[config.mk]
export PLATFORM = sky130hd
export DESIGN_NAME = lif_step_scheduler_flat
export DESIGN_NICKNAME = d
export VERILOG_FILES = /design/src/rtl/lif_pkg.sv /design/src/rtl/lif_step_scheduler_if.sv /design/src/rtl/lif_update_core.sv /design/src/rtl/lif_step_scheduler.sv /design/src/flat_wrapper.sv
export SDC_FILE = /design/constraint.sdc
export NUM_CORES = 1
export LEC_CHECK = 0
export ABC_AREA = 1
export CAP_MARGIN = 5
export CORE_ASPECT_RATIO = 0.9
export CORE_MARGIN = 2
export CORE_UTILIZATION = 55
export DETAILED_ROUTE_END_ITERATION = 10
export GPL_TIMING_DRIVEN = 0
export PLACE_DENSITY = 0.88
export SLEW_MARGIN = 20
export SYNTH_ARGS = -nofsm -noshare
export SYNTH_HDL_FRONTEND = slang
export SYNTH_SLANG_ARGS = --single-unit
export TNS_END_PERCENT = 100
[constraint.sdc]
create_clock -name clk -period 5.2 [get_ports clk]
set_clock_uncertainty 0.05 [all_clocks]
set_input_delay 1.56 -clock clk [delete_from_list [all_inputs] [get_ports clk]]
set_output_delay 1.56 -clock clk [all_outputs]
set_load 0.01 [all_outputs]
[src/rtl/lif_pkg.sv]
// rtl/lif_pkg.sv - shared types, default constants and popcount helper for the LIF step scheduler
package lif_pkg;

    typedef enum logic [2:0] {
        IDLE   = 3'd0,
        HIDDEN = 3'd1,
        SUM    = 3'd2,
        OUTPUT = 3'd3,
        DONE   = 3'd4
    } state_e;

    localparam int DEF_N_NEURONS  = 8;
    localparam int DEF_WIDTH      = 8;
    localparam int DEF_THRESH     = 200;
    localparam int DEF_LEAK_SHIFT = 1;
    localparam int MAX_NEURONS    = 16;

    // Sixteen inputs at most, so five bits always hold the count.
    function automatic logic [4:0] popcount(input logic [MAX_NEURONS-1:0] bits);
        logic [4:0] cnt;
        cnt = '0;
        for (int i = 0; i < MAX_NEURONS; i++) begin
            cnt = cnt + {4'd0, bits[i]};
        end
        return cnt;
    endfunction

endpackage

[src/rtl/lif_step_scheduler_if.sv]
// rtl/lif_step_scheduler_if.sv - control, input-current and spike-output bundle of the LIF step scheduler
interface lif_step_scheduler_if
    import lif_pkg::*;
#(
    parameter int N_NEURONS = DEF_N_NEURONS,
    parameter int WIDTH     = DEF_WIDTH
);

    logic                       start;
    logic                       clr_state;
    logic [N_NEURONS*WIDTH-1:0] current;
    logic                       busy;
    logic                       done;
    logic [N_NEURONS-1:0]       spike_vec;
    logic                       out_spike;
    logic [WIDTH-1:0]           out_state;

    modport master (
        output start,
        output clr_state,
        output current,
        input  busy,
        input  done,
        input  spike_vec,
        input  out_spike,
        input  out_state
    );

    modport slave (
        input  start,
        input  clr_state,
        input  current,
        output busy,
        output done,
        output spike_vec,
        output out_spike,
        output out_state
    );

endinterface

[src/rtl/lif_update_core.sv]
// rtl/lif_update_core.sv - combinational leak, integrate, saturate and fire for one neuron
module lif_update_core #(
    parameter int WIDTH      = 8,
    parameter int THRESH     = 200,
    parameter int LEAK_SHIFT = 1
) (
    input  logic [WIDTH-1:0] v_i,
    input  logic [WIDTH-1:0] i_in_i,
    output logic [WIDTH-1:0] v_store_o,
    output logic             spike_o
);

    localparam logic [WIDTH-1:0] THRESH_W = WIDTH'(THRESH);

    logic [WIDTH-1:0] leaked;
    logic [WIDTH:0]   sum;
    logic [WIDTH-1:0] v_next;

    assign leaked = v_i - (v_i >> LEAK_SHIFT);
    assign sum    = {1'b0, leaked} + {1'b0, i_in_i};

    // Carry out of the WIDTH-bit add means overflow: clamp to full scale.
    assign v_next    = sum[WIDTH] ? {WIDTH{1'b1}} : sum[WIDTH-1:0];
    assign spike_o   = (v_next >= THRESH_W);
    assign v_store_o = spike_o ? '0 : v_next;

endmodule

[src/rtl/lif_step_scheduler.sv]
// rtl/lif_step_scheduler.sv - sequences N hidden neurons and one output neuron through a shared LIF datapath
module lif_step_scheduler
    import lif_pkg::*;
#(
    parameter int N_NEURONS  = DEF_N_NEURONS,
    parameter int WIDTH      = DEF_WIDTH,
    parameter int THRESH     = DEF_THRESH,
    parameter int LEAK_SHIFT = DEF_LEAK_SHIFT
) (
    input  logic               clk,
    input  logic               rst_n,
    lif_step_scheduler_if.slave bus
);

    localparam int IDX_W = (N_NEURONS > 1) ? $clog2(N_NEURONS) : 1;
    localparam logic [IDX_W-1:0] LAST_IDX = IDX_W'(N_NEURONS - 1);

    state_e                     state_q, state_d;
    logic [IDX_W-1:0]           idx_q, idx_d;

    logic [N_NEURONS*WIDTH-1:0] snap_q;
    logic [WIDTH-1:0]           v_q [N_NEURONS];
    logic [WIDTH-1:0]           vout_q;
    logic [N_NEURONS-1:0]       shadow_q;
    logic [WIDTH-1:0]           pop_q;

    logic [N_NEURONS-1:0]       spike_vec_q;
    logic                       out_spike_q;
    logic [WIDTH-1:0]           out_state_q;

    logic [WIDTH-1:0]           core_v;
    logic [WIDTH-1:0]           core_i;
    logic [WIDTH-1:0]           core_v_store;
    logic                       core_spike;

    // Next-state logic.
    always_comb begin
        state_d = state_q;
        idx_d   = idx_q;
        case (state_q)
            IDLE: begin
                if (bus.start) begin
                    state_d = HIDDEN;
                    idx_d   = '0;
                end
            end
            HIDDEN: begin
                idx_d = idx_q + 1'b1;
                if (idx_q == LAST_IDX) begin
                    state_d = SUM;
                    idx_d   = '0;
                end
            end
            SUM:     state_d = OUTPUT;
            OUTPUT:  state_d = DONE;
            DONE:    state_d = IDLE;
            default: state_d = IDLE;
        endcase
    end

    always_ff @(posedge clk) begin
        if (!rst_n) begin
            state_q <= IDLE;
            idx_q   <= '0;
        end else begin
            state_q <= state_d;
            idx_q   <= idx_d;
        end
    end

    // The single datapath sees a hidden neuron during HIDDEN and the output neuron otherwise.
    always_comb begin
        core_v = vout_q;
        core_i = pop_q;
        if (state_q == HIDDEN) begin
            core_v = v_q[idx_q];
            core_i = snap_q[idx_q*WIDTH +: WIDTH];
        end
    end

    lif_update_core #(
        .WIDTH      (WIDTH),
        .THRESH     (THRESH),
        .LEAK_SHIFT (LEAK_SHIFT)
    ) u_core (
        .v_i       (core_v),
        .i_in_i    (core_i),
        .v_store_o (core_v_store),
        .spike_o   (core_spike)
    );

    always_ff @(posedge clk) begin
        if (!rst_n) begin
            snap_q      <= '0;
            vout_q      <= '0;
            shadow_q    <= '0;
            pop_q       <= '0;
            spike_vec_q <= '0;
            out_spike_q <= 1'b0;
            out_state_q <= '0;
            for (int i = 0; i < N_NEURONS; i++) begin
                v_q[i] <= '0;
            end
        end else begin
            case (state_q)
                IDLE: begin
                    if (bus.start) begin
                        snap_q <= bus.current;
                    end else if (bus.clr_state) begin
                        vout_q <= '0;
                        for (int i = 0; i < N_NEURONS; i++) begin
                            v_q[i] <= '0;
                        end
                    end
                end
                HIDDEN: begin
                    v_q[idx_q]      <= core_v_store;
                    shadow_q[idx_q] <= core_spike;
                end
                SUM: begin
                    pop_q <= WIDTH'(popcount(MAX_NEURONS'(shadow_q)));
                end
                OUTPUT: begin
                    // All visible results change on the same edge so no partial step leaks out.
                    vout_q      <= core_v_store;
                    spike_vec_q <= shadow_q;
                    out_spike_q <= core_spike;
                    out_state_q <= core_v_store;
                end
                default: ;
            endcase
        end
    end

    assign bus.busy      = (state_q != IDLE);
    assign bus.done      = (state_q == DONE);
    assign bus.spike_vec = spike_vec_q;
    assign bus.out_spike = out_spike_q;
    assign bus.out_state = out_state_q;

endmodule

[src/flat_wrapper.sv]
// flat-port wrapper written by rule: the top's interface ports become plain ports
module lif_step_scheduler_flat import lif_pkg::*;
#(
    parameter int N_NEURONS  = DEF_N_NEURONS,
    parameter int WIDTH      = DEF_WIDTH,
    parameter int THRESH     = DEF_THRESH,
    parameter int LEAK_SHIFT = DEF_LEAK_SHIFT
)
  (clk, rst_n, bus_start, bus_clr_state, bus_current, bus_busy, bus_done, bus_spike_vec, bus_out_spike, bus_out_state);
  lif_step_scheduler_if #(.N_NEURONS(N_NEURONS), .WIDTH(WIDTH)) bus_i ();
  input  logic clk;
  input  logic rst_n;
  input wire logic [$bits(bus_i.start)-1:0] bus_start;
  input wire logic [$bits(bus_i.clr_state)-1:0] bus_clr_state;
  input wire logic [$bits(bus_i.current)-1:0] bus_current;
  output wire logic [$bits(bus_i.busy)-1:0] bus_busy;
  output wire logic [$bits(bus_i.done)-1:0] bus_done;
  output wire logic [$bits(bus_i.spike_vec)-1:0] bus_spike_vec;
  output wire logic [$bits(bus_i.out_spike)-1:0] bus_out_spike;
  output wire logic [$bits(bus_i.out_state)-1:0] bus_out_state;
  assign bus_i.start = bus_start;
  assign bus_i.clr_state = bus_clr_state;
  assign bus_i.current = bus_current;
  assign bus_busy = bus_i.busy;
  assign bus_done = bus_i.done;
  assign bus_spike_vec = bus_i.spike_vec;
  assign bus_out_spike = bus_i.out_spike;
  assign bus_out_state = bus_i.out_state;
  lif_step_scheduler #(.N_NEURONS(N_NEURONS), .WIDTH(WIDTH), .THRESH(THRESH), .LEAK_SHIFT(LEAK_SHIFT)) u_core (.clk(clk), .rst_n(rst_n), .bus(bus_i));
endmodule
==> impl_metrics.yaml, run 1 <==
floorplanning:
  die_h_um: 119
  die-area_mm2: 0.0156
  start_util_pct: 56.8
  io_pins: 87
  row_count: 41
  core_area_mm2: 0.0142
  dieWidth_um: 131
synthesis:
  synth_cell_types: 39
  yosys.area.top_type: "dfxtp_1"
  synth_warnings: 0
  synth_common_cells: "131 x inv_1, 130 x nor2_1, 116 x a21oi_1, 116 x o21ai_0, 110 x dfxtp_1"
  syn_area_mm2: 0.00804
  ys.flop_type: "dfxtp_1"
  syn_inst: 959
  async_reset_ff_share_pct: 0
  yosys.area.top_type_share_pct: 27.4
  synth.yosys.seq_area_share_pct: 51.3
  synth-seq-cells: 174
  synth_most_common_cell: "inv_1"
  synth_edf_count: 64
  synthesis.nets: 1053
  yosys-top-cells-area: "dfxtp_1 27%, edfxtp_1 24%, a21oi_1 7.2%, o21ai_0 7.2%, inv_1 6.1%"
  avgSynthCellArea_um2: 8.39
hold_path:
  min_delay_path_depth: 2
  hp-class: "reg2reg"
setup_path:
  path_max_fanout: 10
  end_kind: "flip-flop"
  reg2reg_depth: 26
  worst_ep_arrival_time_ns: 5.09
  startpoint_type: "flip-flop"
  worstSetupPathType: "reg2reg"
  required_ns: 5.43
place:
  hpwl_um: 15700
  pre_cts_slack_ns: 0.149
  place.gp.congestion: 0.955
  portBuffers: 86
clock_network:
  cts_tree: "done"
  h-tree-depth: 4
  post_cts_buffers: 0
  clkSinkCount: 174
  clk_path_buf_depth: 2
  ctsRootBufferMaster: "clkbuf_16"
  clk_latency_ns: 0.43
  numCtsBuffers: 17
  clk_pin_slew_worst_paths_ns: 0.07
final_layout:
  antenna_cells: 0
  register_area_mm2: 0.00412
  drive_above_1_share_pct: 5.39
  area_delta_synth_final_pct: 21.2
  multi_input_area_mm2: 0.00326
  fillCellCount: 1099
  fin_nets: 1158
route:
  initialDrtViolationCount: 977
  viasPerCell: 5.85
  wl_per_cell_um: 17.2
  routed_wl_um: 21900
  drcViolationCount: 0
  dr_total_vias: 7427
  dr.pass1.iters: 8
  postRouteAntennaNets: 0
pwr:
  power.density_mw_per_mm2: 422
  leakage_nw: 3.84
  peakVddDrop_mv: 0.318
sta:
  slew_headroom_pct: 27.5
  hold_viol_final: 0
  fin_tns_setup_ns: 0
  tightest_slew_ns: 1.08
  drv_slew: 0
  rsz0062_at_grt: "no"
  fin_crit_sh_pct: 93.5
  fin_crit_ns: 4.86
  fin_ws_ns: 0.338
  clock.fmax_mhz: 206
  setup_viol: 0
global_routing:
  track_usage_pct: 28.3
  grt_pass1_wl_um: 34800
  antenna_found_initial: 0
  grt_overflow_total: 0
  grt_max_degree: 17
  grt_pass1_vias: 6926
flow_run:
  max_cap_violations: 0
status:
  status: "finished, final reports clean"
[layout make-up]
type	count	share of cell area, %
sequential	174	42.3
multi-input combinational	608	33.4
tap	193	2.48
inverter	132	5.08
timing repair buffer	86	8.83
buffer	45	2.03
clock buffer	19	4.88
clock inverter	13	1.01
[through the flow]
stage	util, %	area [um2]	power [mW]	cells	hold slack, ns
final	68.9	9750	4.11	1270	0.400
after CTS	68.6	9720	4.05	1270	0.399
after global routing	68.9	9750	4.29	1270	0.415
after global placement	64.6	9150	2.78	1238	0.382
after floorplan	-	8040	2.44	959	0.374
after detailed placement	64.6	9150	2.82	1238	0.386
[logic make-up (layout without fill, tap and decap cells)]
family                   after synthesis  count (layout)  synth area share (%)
AO/OA/AOI/OAI                        293             293                  20.3
AND/OR/NAND/NOR                      276             276                  13.9
adder cells (fa/ha/maj)               26              26                  4.60
XOR/XNOR                               6               6                 0.653
buffers and inverters                177             295                  8.43
flip-flops                           174             174                  51.3
multiplexers                           7               7                 0.871
[worst paths after layout]
path | from | endpoint | slack, ns
min | u_core.snap_q[1]$_SDFFE_PN0P_ | u_core.snap_q[1]$_SDFFE_PN0P_ | 0.40
max reg2reg | flip-flop | u_core.v_q[0][6]$_SDFFCE_PN0P_ | 0.34
max | flip-flop | u_core.v_q[0][6]$_SDFFCE_PN0P_ | 0.34
min reg2reg | u_core.snap_q[1]$_SDFFE_PN0P_ | u_core.snap_q[1]$_SDFFE_PN0P_ | 0.40
[power breakdown]
part	total (mW)	leakage [nW]	internal [mW]	switching (mW)
registers	1.58	1.58	1.53	0.0472
clock network	1.24	0.289	0.677	0.559
logic	1.30	1.97	0.393	0.906
total	4.11	3.84	2.60	1.51
[flip-flops by register name, indices dropped and copies added (netlist names), 4 cells and up, named ones only]
| signal | flops |
|---|---|
| u_core.v_q | 64 |
| u_core.bus.out_state | 8 |
| u_core.bus.spike_vec | 8 |
| u_core.shadow_q | 8 |
| u_core.vout_q | 8 |
| u_core.snap_q | 64 |
| u_core.pop_q | 4 |
[layout by cell type (no fill, tap or decap), types with 4 or more instances in the layout]
master	count
ha_1	20
o21ai_0	115
o211ai_1	12
clkdlybuf4s50_1	86
clkbuf_2	6
o32ai_1	7
o22ai_1	17
dfxtp_1	110
edfxtp_1	64
fa_1	6
nand3_1	33
inv_1	131
nand2_1	98
nor2_1	130
clkbuf_16	19
xor2_1	4
nand2_2	7
o221ai_1	11
mux2i_1	7
clkbuf_1	33
a21oi_1	116
[worst max-delay path: stages, from the launching register on]
cell,delay [ns]
dfxtp_1,0.43
clkbuf_4,0.26
clkbuf_2,0.23
o21ai_0,0.12
o221ai_1,0.24
o211ai_1,0.18
nand2_1,0.19
ha_1,0.16
inv_1,0.05
fa_1,0.40
nand3_1,0.12
nand2_1,0.07
nand2_1,0.09
nand2_1,0.07
a21oi_1,0.17
xnor2_1,0.09
ha_1,0.37
nand2_1,0.11
inv_1,0.04
nand2_1,0.05
nand2_1,0.07
a21oi_4,0.26
nand3_1,0.24
nand3_2,0.16
buf_6,0.16
nand2_2,0.16
nor2_1,0.14
[layer usage]
| metal | share of wire, % | vias to the layer above | global-route usage (%) | wire, um |
|---|---|---|---|---|
| li1 | - | 3454 | - | - |
| met1 | 41 | 3453 | 38.7 | 8920 |
| met2 | 46 | 463 | 44.9 | 10000 |
| met3 | 12 | 57 | 5.96 | 2520 |
| met4 | 2.0 | 0 | 9.71 | 434 |
| met5 | 0 | - | 0 | 0 |
[what timing repair did]
action                     in CTS  in global routing
gates resized for setup         0                 23
hold buffers                    0                  0
setup endpoints to repair       0                 89
hold endpoints to repair        0                  0
(Power assumes the default switching activity.)
==> inputs of run 2 (changes only) <==
Settings changed: CORE_UTILIZATION 55 to 45, PLACE_DENSITY 0.88 to 0.76, TNS_END_PERCENT 100 to unset.
==> run 2 against run 1 <==
Net effect: design area up 0.54%; hold slack about the same; setup slack better by 0.12 ns; power down 1.5%; via count down 3.4%; clock power about the same; non-clock buffer count down 1; first-iteration DRC count down 11%; sequential share of layout area down 0.23 points; wire length down 2.1%; clock-buffer cell count down 2; fmax up 2.4%; critical endpoint is now u_core.vout_q[4]$_SDFFE_PN0P_.
==> impl_metrics.yaml, run 2 (same netlist as run 1, synthesis figures left out) <==
status:
  status: "finished, final reports clean"
route:
  postRouteAntennaNets: 0
  dr.pass1.iters: 8
  initialDrtViolationCount: 867
  routed_wl_um: 21400
  dr_total_vias: 7178
  drcViolationCount: 0
  wl_per_cell_um: 16.3
  viasPerCell: 5.45
final_layout:
  top_regs: "u_core.snap_q (64), u_core.v_q (64)"
  antenna_cells: 0
  layout_commonest_cell: "inv_1"
  mostFrequentLayoutCells: "131 x inv_1, 130 x nor2_1, 116 x a21oi_1, 114 x o21ai_0, 110 x dfxtp_1"
  fin_nets: 1157
  instances_no_fill: 1316
  area_delta_synth_final_pct: 21.9
  drive_above_1_share_pct: 5.20
  fin_util_pct: 55.8
clock_network:
  cts_tree: "done"
  clk_path_buf_depth: 2
  post_cts_buffers: 0
  clk_pin_slew_worst_paths_ns: 0.07
  h-tree-depth: 4
  clkSinkCount: 174
  ctsRootBufferMaster: "clkbuf_16"
  numCtsBuffers: 17
  clk_latency_ns: 0.43
pwr:
  clockPowerShare_pct: 30.4
  power.density_mw_per_mm2: 413
  seq_power_share_pct: 38.9
  p_sw_mw: 1.49
  peakVddDrop_mv: 0.298
  pwr-share-comb_pct: 30.7
  power.internal_mw: 2.55
  p_sw_share_pct: 36.9
  leakage_nw: 3.83
place:
  place.gp.congestion: 0.883
  dpl.cell_count: 1285
  portBuffers: 86
  pre_cts_slack_ns: 0.101
  hpwl_um: 15800
setup_path:
  startpoint_type: "flip-flop"
  worstSetupPathType: "reg2reg"
  end_kind: "flip-flop"
  path_max_fanout: 10
  required_ns: 5.51
  worst_ep_arrival_time_ns: 5.05
  reg2reg_depth: 26
floorplanning:
  core_area_mm2: 0.0176
  row_count: 46
  dieWidth_um: 145
  die_h_um: 131
  die-area_mm2: 0.0190
  start_util_pct: 45.8
  io_pins: 87
global_routing:
  grt_pass1_vias: 6591
  track_usage_pct: 22.6
  grt_overflow_total: 0
  grt_max_degree: 19
  antenna_found_initial: 0
  grt_pass1_wl_um: 33400
flow_run:
  max_cap_violations: 0
sta:
  hold_viol_final: 0
  clock.fmax_mhz: 211
  fin_hold_ws_ns: 0.400
  fin_tns_setup_ns: 0
  slew_headroom_pct: 36.4
  drv_slew: 0
  fin_crit_sh_pct: 91.3
  fin_ws_ns: 0.454
  fin_crit_ns: 4.75
  setup_viol: 0
  rsz0062_at_grt: "no"
  tightest_slew_ns: 0.947
hold_path:
  min_delay_path_depth: 2
  hp-class: "reg2reg"
[run 2: cell count changes in the layout (fill, tap and decap cells not counted), sizes merged]
cell    delta
buf        +1
inv        +2
clkbuf     -4
[run 2: through the flow]
step / power, mW / instance area (um2)
after detailed placement: 2.80 / 9200
after global routing: 4.23 / 9800
after global placement: 2.78 / 9200
after CTS: 4.02 / 9770
after floorplan: 2.44 / 8040
final: 4.05 / 9800
[run 2: critical path, cell delays in order, from the launching register on]
cell,delay [ns]
dfxtp_1,0.40
buf_2,0.26
clkbuf_4,0.26
o21ai_0,0.11
o221ai_1,0.19
o211ai_1,0.14
nand2_1,0.21
ha_1,0.20
inv_1,0.07
fa_1,0.40
nand3_1,0.12
nand2_1,0.06
nand2_1,0.08
nand2_1,0.06
a21oi_1,0.15
xnor2_1,0.09
ha_1,0.36
nand2_1,0.10
inv_1,0.04
nand2_1,0.05
nand2_1,0.08
a21oi_4,0.26
nand3_2,0.22
nand3_2,0.15
buf_4,0.21
nand3_1,0.16
a21oi_1,0.18
[run 2: per-layer routing]
metal	part of all wire, %	wire length, um	vias up	GRT usage, %
met5	0	0	-	0
met4	2.1	444	0	8.39
met3	8.6	1850	37	3.92
met2	46	9800	330	36.4
met1	44	9340	3351	30.8
li1	-	-	3460	-
[run 2: worst paths after layout]
kind                                               startpoint                            end  slack, ns
worst min-delay path            u_core.snap_q[1]$_SDFFE_PN0P_  u_core.snap_q[1]$_SDFFE_PN0P_       0.40
worst max register to register                      flip-flop  u_core.vout_q[4]$_SDFFE_PN0P_       0.45
worst min register to register  u_core.snap_q[1]$_SDFFE_PN0P_  u_core.snap_q[1]$_SDFFE_PN0P_       0.40
worst max-delay path                                flip-flop  u_core.vout_q[4]$_SDFFE_PN0P_       0.45
[run 2: power groups by stage]
| stage | clock, mW | combinational, mW | sequential, mW |
|---|---|---|---|
| floorplan | 0 | 0.845 | 1.59 |
| global placement | 0 | 1.18 | 1.60 |
| detailed placement | 0 | 1.20 | 1.60 |
| CTS | 1.24 | 1.21 | 1.57 |
| global route | 1.29 | 1.36 | 1.58 |
| finish | 1.23 | 1.24 | 1.57 |
[run 2: timing repair]
action | 4_1_cts | 5_1_grt
gates resized for setup | 0 | 23
hold buffers | 0 | 0
setup endpoints to repair | 0 | 89
endpoints found under the hold margin | 0 | 0
[run 2: cell type report]
cell class,count,area (um2)
inverter,132,495
tap,240,300
clock buffer,17,425
sequential,174,4120
buffer,44,195
timing repair buffer,86,861
fill,1540,7750
clock inverter,15,145
multi-input combinational,608,3260
==> edit 1, RTL diff (settings of run 1) <==
Set the package constant `DEF_WIDTH` to 10 (it was 8).
--- a/src/rtl/lif_pkg.sv
+++ b/src/rtl/lif_pkg.sv
@@ -11,5 +11,5 @@
 
     localparam int DEF_N_NEURONS  = 8;
-    localparam int DEF_WIDTH      = 8;
+    localparam int DEF_WIDTH      = 10;
     localparam int DEF_THRESH     = 200;
     localparam int DEF_LEAK_SHIFT = 1;
Interface: changed (resized bus_current and bus_out_state); port bits go from 87 to 105. No check against the original RTL was run, so the function may have changed too.
==> edit 1 against run 1 <==
Sequential cell count rose by 36; total power increased by 33%; routed wire length increased by 33%; sequential power rose by 20%; largest cell class unchanged; cell area grew 25%; worst hold slack got worse by 0.011 ns; synthesized area increased by 21%; cell count is 24% higher; worst setup slack got worse by 0.19 ns.
==> edit 1: results (changes against run 1) <==
- Status: complete, no violations
- Library cells used by synthesis: 47 (+21%)
- CTS clock-pin slew for the worst setup and hold paths: 0.06 ns
- Largest net degree at the start of global routing: 15 (-2)
- ANT cells: 0 (unchanged)
- Yosys warns: 0 (unchanged)
- H-tree Lvls: 1 (-3)
- Initial antenna violation count: 0 (unchanged)
- Worst path top cell family by delay: simple AND/OR/NAND/NOR gates
- Number of flops mapped to enable cells by yosys: 80 (+25%)
- Measured slew at the worst slew-check pin: 0.942 ns (-0.135 ns)
- Top post-synthesis cells by area: dfxtp_1 27%, edfxtp_1 25%, nand2_1 9.7%, a21oi_1 6.1%, nor2_1 5.4%
- Total track usage: 29.8% (+1.5 points)
- Initial DRT Pass Iterations: 6 (-2)
- CP max stage delay: 0.37 ns (-0.06 ns)
- Worst path arrival time: 5.35 ns (+0.26 ns)
- Asr flop ratio synth: 0% (unchanged)
- Seq/Total Area, Yosys: 51.3% (about the same)
- CP max FO: 10 (unchanged)
- Inst Count DP: 1,518 (+23%)
- # nets final: 1,432 (+24%)
- Pre-CTS setup slack: -0.601 ns (-0.750 ns)
- Syn Area/Cell: 8.41 µm² (+0.31%)
- Clock root buffer: clkbuf_16
- Vias in the first global route: 8,746 (+26%)
- Leak pwr: 4.73 nW (+23%)
- Top Registers: u_core.snap_q: 80 flops, u_core.v_q: 80 flops
- Placer Congestion: 0.947 (-0.92%)
- Commonest cells in the netlist: 253 x nand2_1, 141 x nor2_1, 130 x dfxtp_1
- VDD IR max: 308 µV (-3.2%)
- Clk Latency, worst-skew pair: 0.52 ns (+0.09 ns)
- Routed vias/inst: 5.92 (+1.2%)
- Drt initial violations: 1,217 (+25%)
- Placed cell area: 11,100 µm² (+22%)
- Hpwl dp: 20.1 mm (+28%)
- Via count: 9,313 (+25%)
- FILL cells: 1,271 (+16%)
- Hold crit path type: reg2reg
- CTS Buf Count: 22 (+5)
- CTS Buffer Depth: 3 (+1)
- DR WL/cell: 18.4 µm (+6.9%)
- First-pass GRT wire length: 43.6 mm (+25%)
- Slowest-stage cell, CP: dfxtp_4
- Layout cells sized above 1: 8.77% (+3.4 points)
- Port Buf Inserts: 103 (+20%)
==> edit 1: cell types whose count changed in the layout (fill, tap and decap cells not counted), sizes merged, moves of 18 or more <==
cell,run 1,this run
buf,4,22
o21ai,116,80
inv,139,116
dfxtp,110,130
nand2,105,256
nor2,130,150
==> edit 1: timing repair <==
action | in CTS | in global routing
pin swaps | 0 | 9
setup endpoints to repair | 89 | 89
buffers inserted | 0 | 17
gates resized for setup | 27 | 37
==> edit 1: logic make-up (layout without fill, tap and decap cells) <==
logic type	count (synthesis)	after routing	synth area share (%)
AOI/OAI and AO/OA	279	279	16.7
xor gates and xnor gates	8	8	0.718
adders and majority gates	30	30	4.31
buffers and inverters	172	331	6.87
DFF	210	210	51.3
muxes	9	9	0.923
other	1	16	0.0384
and+or+nand+nor	451	451	19.1
==> edit 1: area by class of cell <==
cell class              count  area (µm²)  share of cell area (%)
plain buffers              54         288                    2.37
repair buffers            120        1170                    9.63
well taps                 240         300                    2.47
clock inverters            13         155                    1.28
flip-flops and latches    210        5010                    41.2
multi-input cells         793        4230                    34.7
inverters                 117         445                    3.66
clock buffers              27         569                    4.68
==> edit 1: worst min-delay path, cell delays in order (launching register included) <==
cell	delay, ns
dfxtp_1	0.31
nand2_1	0.05
nor2_1	0.03
==> edit 1: metal layers <==
layer  vias to the layer above  track usage, %  part of all wire (%)
met5                         -               0                     0
met4                         0            13.0                   4.6
met3                       136            6.09                    11
met2                       635            48.4                    46
met1                      4326            39.0                    38
li1                       4216               -                     -
==> edit 1: worst paths after layout <==
check / from / to / slack, ns / cells after the start
worst min register to register: u_core.bus.out_state[9]$_SDFFE_PN0P_ / u_core.bus.out_state[9]$_SDFFE_PN0P_ / 0.39 / 2
worst min-delay path: u_core.bus.out_state[9]$_SDFFE_PN0P_ / u_core.bus.out_state[9]$_SDFFE_PN0P_ / 0.39 / 2
worst max register to register: flop / u_core.v_q[4][1]$_SDFFCE_PN0P_ / 0.15 / 31
worst max-delay path: flop / u_core.v_q[4][1]$_SDFFCE_PN0P_ / 0.15 / 31
==> edit 1: report_power, final <==
part | internal [mW] | total (mW) | leakage, nW | switching [mW]
logic | 0.722 | 1.95 | 2.48 | 1.23
registers | 1.84 | 1.90 | 1.90 | 0.0610
clock network | 0.935 | 1.60 | 0.355 | 0.665
total | 3.50 | 5.45 | 4.73 | 1.95
==> edit 2, RTL diff (flow settings as in run 1) <==
Made on the original files. Encoding of `state_e`: now one-hot (5 bits for 5 states).
--- a/src/rtl/lif_pkg.sv
+++ b/src/rtl/lif_pkg.sv
@@ -2,10 +2,10 @@
 package lif_pkg;
 
-    typedef enum logic [2:0] {
-        IDLE   = 3'd0,
-        HIDDEN = 3'd1,
-        SUM    = 3'd2,
-        OUTPUT = 3'd3,
-        DONE   = 3'd4
+    typedef enum logic [4:0] {
+        IDLE   = 5'b00001,
+        HIDDEN = 5'b00010,
+        SUM    = 5'b00100,
+        OUTPUT = 5'b01000,
+        DONE   = 5'b10000
     } state_e;
 
Check against the original RTL: same outputs for any inputs over 10 cycles, from zero or initial values and one cycle with rst_n low; not proved beyond that.
==> edit 2 against run 1 <==
Non-clock buffer count is 5 higher; critical path depth up 2; cell area grew 1.8%; sequential cell count increased by 2; largest cell class unchanged; highest routed layer unchanged; synthesized area up 2.3%; routed wire length is 3.7% higher; worst setup slack gained 0.039 ns.
Power is not compared: it rests on default switching activity, and its combinational part moved more than twofold at a synthesized area within 25%.
==> edit 2: results (changes against run 1) <==
- Status: complete, no violations
- Worst r2r dst: u_core.v_q[1][4]$_SDFFCE_PN0P_
- Routed vias/inst: 5.83 (-0.25%)
- First-pass GRT wire length: 35.4 mm (+1.7%)
- Hpwl dp: 16.4 mm (+4.8%)
- Post-Synthesis Net Count: 1,055 (+0.19%)
- FILL cells: 1,107 (+0.73%)
- Library cells used by synthesis: 45 (+15%)
- Worst path arrival time: 4.94 ns (-0.15 ns)
- Metal3 WL: 2.49 mm (-1.1%)
- Met1 Wirelength: 9.48 mm (+6.3%)
- Worst setup path endpoint: u_core.v_q[1][4]$_SDFFCE_PN0P_
- Layout cells sized above 1: 7.41% (+2.0 points)
- Met3 Use GR: 7.39% (+1.4 points)
- Seq/Total Area, Yosys: 50.6% (-0.68 points)
- Port Buf Inserts: 85 (-1.2%)
- R2R depth: 28 (+7.7%)
- Routed WL: 22.7 mm (+3.7%)
- FF-to-FF setup slack: 0.38 ns (+0.04 ns)
- Met2 WL: 10.2 mm (+1.5%)
- Total track usage: 28.8% (+0.51 points)
- CP max stage delay: 0.41 ns (-0.02 ns)
- Slowest-stage cell, CP: fa_1
- # nets final: 1,160 (+0.17%)
- Commonest cells in the netlist: 142 x nor2_1, 126 x nand2_1, 112 x dfxtp_1
- Top post-synthesis cells by area: dfxtp_1 27%, edfxtp_1 23%, a21oi_1 6.7%, nor2_1 6.5%, nand2_1 5.7%
- Met1 Use GR: 39.6% (+0.88 points)
- Initial DRT Pass Iterations: 6 (-2)
- Vias in the first global route: 6,948 (+0.32%)
==> edit 2: cell count changes after synthesis, moves of 4 or more <==
cell      before  now
o21ai_0      116   77
buf_2          2   10
nand3_1       34   64
nand3_2        1    9
nor2_1       130  142
a21oi_1      116  110
inv_1        131   87
nand2_2        5    1
a221oi_1       0    5
nand2_1      100  126
==> edit 2: cells by family (layout without fill, tap and decap cells) <==
family | after synthesis | in the layout | share of synthesized area (%)
simple gates | 357 | 357 | 19.3
compound gates | 247 | 247 | 17.1
flops | 176 | 176 | 50.6
buf+inv | 140 | 258 | 6.83
fa+ha+maj | 26 | 26 | 4.50
xor+xnor | 8 | 8 | 0.851
mux | 7 | 7 | 0.851
==> edit 2: how the worst min path moves through the flow <==
| stage | from | to | slack [ns] |
|---|---|---|---|
| after global placement | u_core.snap_q[59]$_SDFFE_PN0P_ | u_core.snap_q[59]$_SDFFE_PN0P_ | 0.39 |
| final | u_core.snap_q[59]$_SDFFE_PN0P_ | u_core.snap_q[59]$_SDFFE_PN0P_ | 0.41 |
| after floorplan | u_core.snap_q[7]$_SDFFE_PN0P_ | u_core.snap_q[7]$_SDFFE_PN0P_ | 0.37 |
| after CTS | u_core.snap_q[59]$_SDFFE_PN0P_ | u_core.snap_q[59]$_SDFFE_PN0P_ | 0.41 |
| after detailed placement | u_core.snap_q[59]$_SDFFE_PN0P_ | u_core.snap_q[59]$_SDFFE_PN0P_ | 0.40 |
| after global routing | u_core.snap_q[10]$_SDFFE_PN0P_ | u_core.snap_q[10]$_SDFFE_PN0P_ | 0.43 |
==> edit 2: layout make-up <==
type | instances | area [µm²] | share of cell area [%]
clock buffers | 19 | 464 | 4.68
inverters | 90 | 342 | 3.44
well taps | 198 | 248 | 2.50
repair buffers | 87 | 866 | 8.73
multi-input cells | 645 | 3510 | 35.4
flip-flops and latches | 176 | 4160 | 42.0
plain buffers | 49 | 224 | 2.26
clock inverters | 13 | 104 | 1.05
==> edit 2: critical path: cells and delay by family, from the launching register on <==
family / cells / cell delay [ns]
xor gates and xnor gates: 1 / 0.11
AOI/OAI and AO/OA: 2 / 0.30
DFF: 1 / 0.32
buffers and inverters: 6 / 0.90
adders and majority gates: 3 / 1.00
and+or+nand+nor: 16 / 1.87
==> edit 2: power by group <==
group,switching [mW],internal (mW)
Clock,0.566,0.661
Sequential,0.0338,1.51
Combinational,0.266,0.149
==> edit 2: per-stage QoR <==
| stage | utilization, % | instance area [µm²] | worst slack [ns] |
|---|---|---|---|
| 2_1_floorplan | - | 8230 | 1.20 |
| 3_3_place_gp | 63.6 | 9330 | 0.482 |
| 3_5_place_dp | 63.6 | 9330 | 0.354 |
| 4_1_cts | 67.5 | 9900 | 0.311 |
| 5_1_grt | 67.7 | 9920 | 0.0134 |
| 6_report | 67.7 | 9920 | 0.377 |
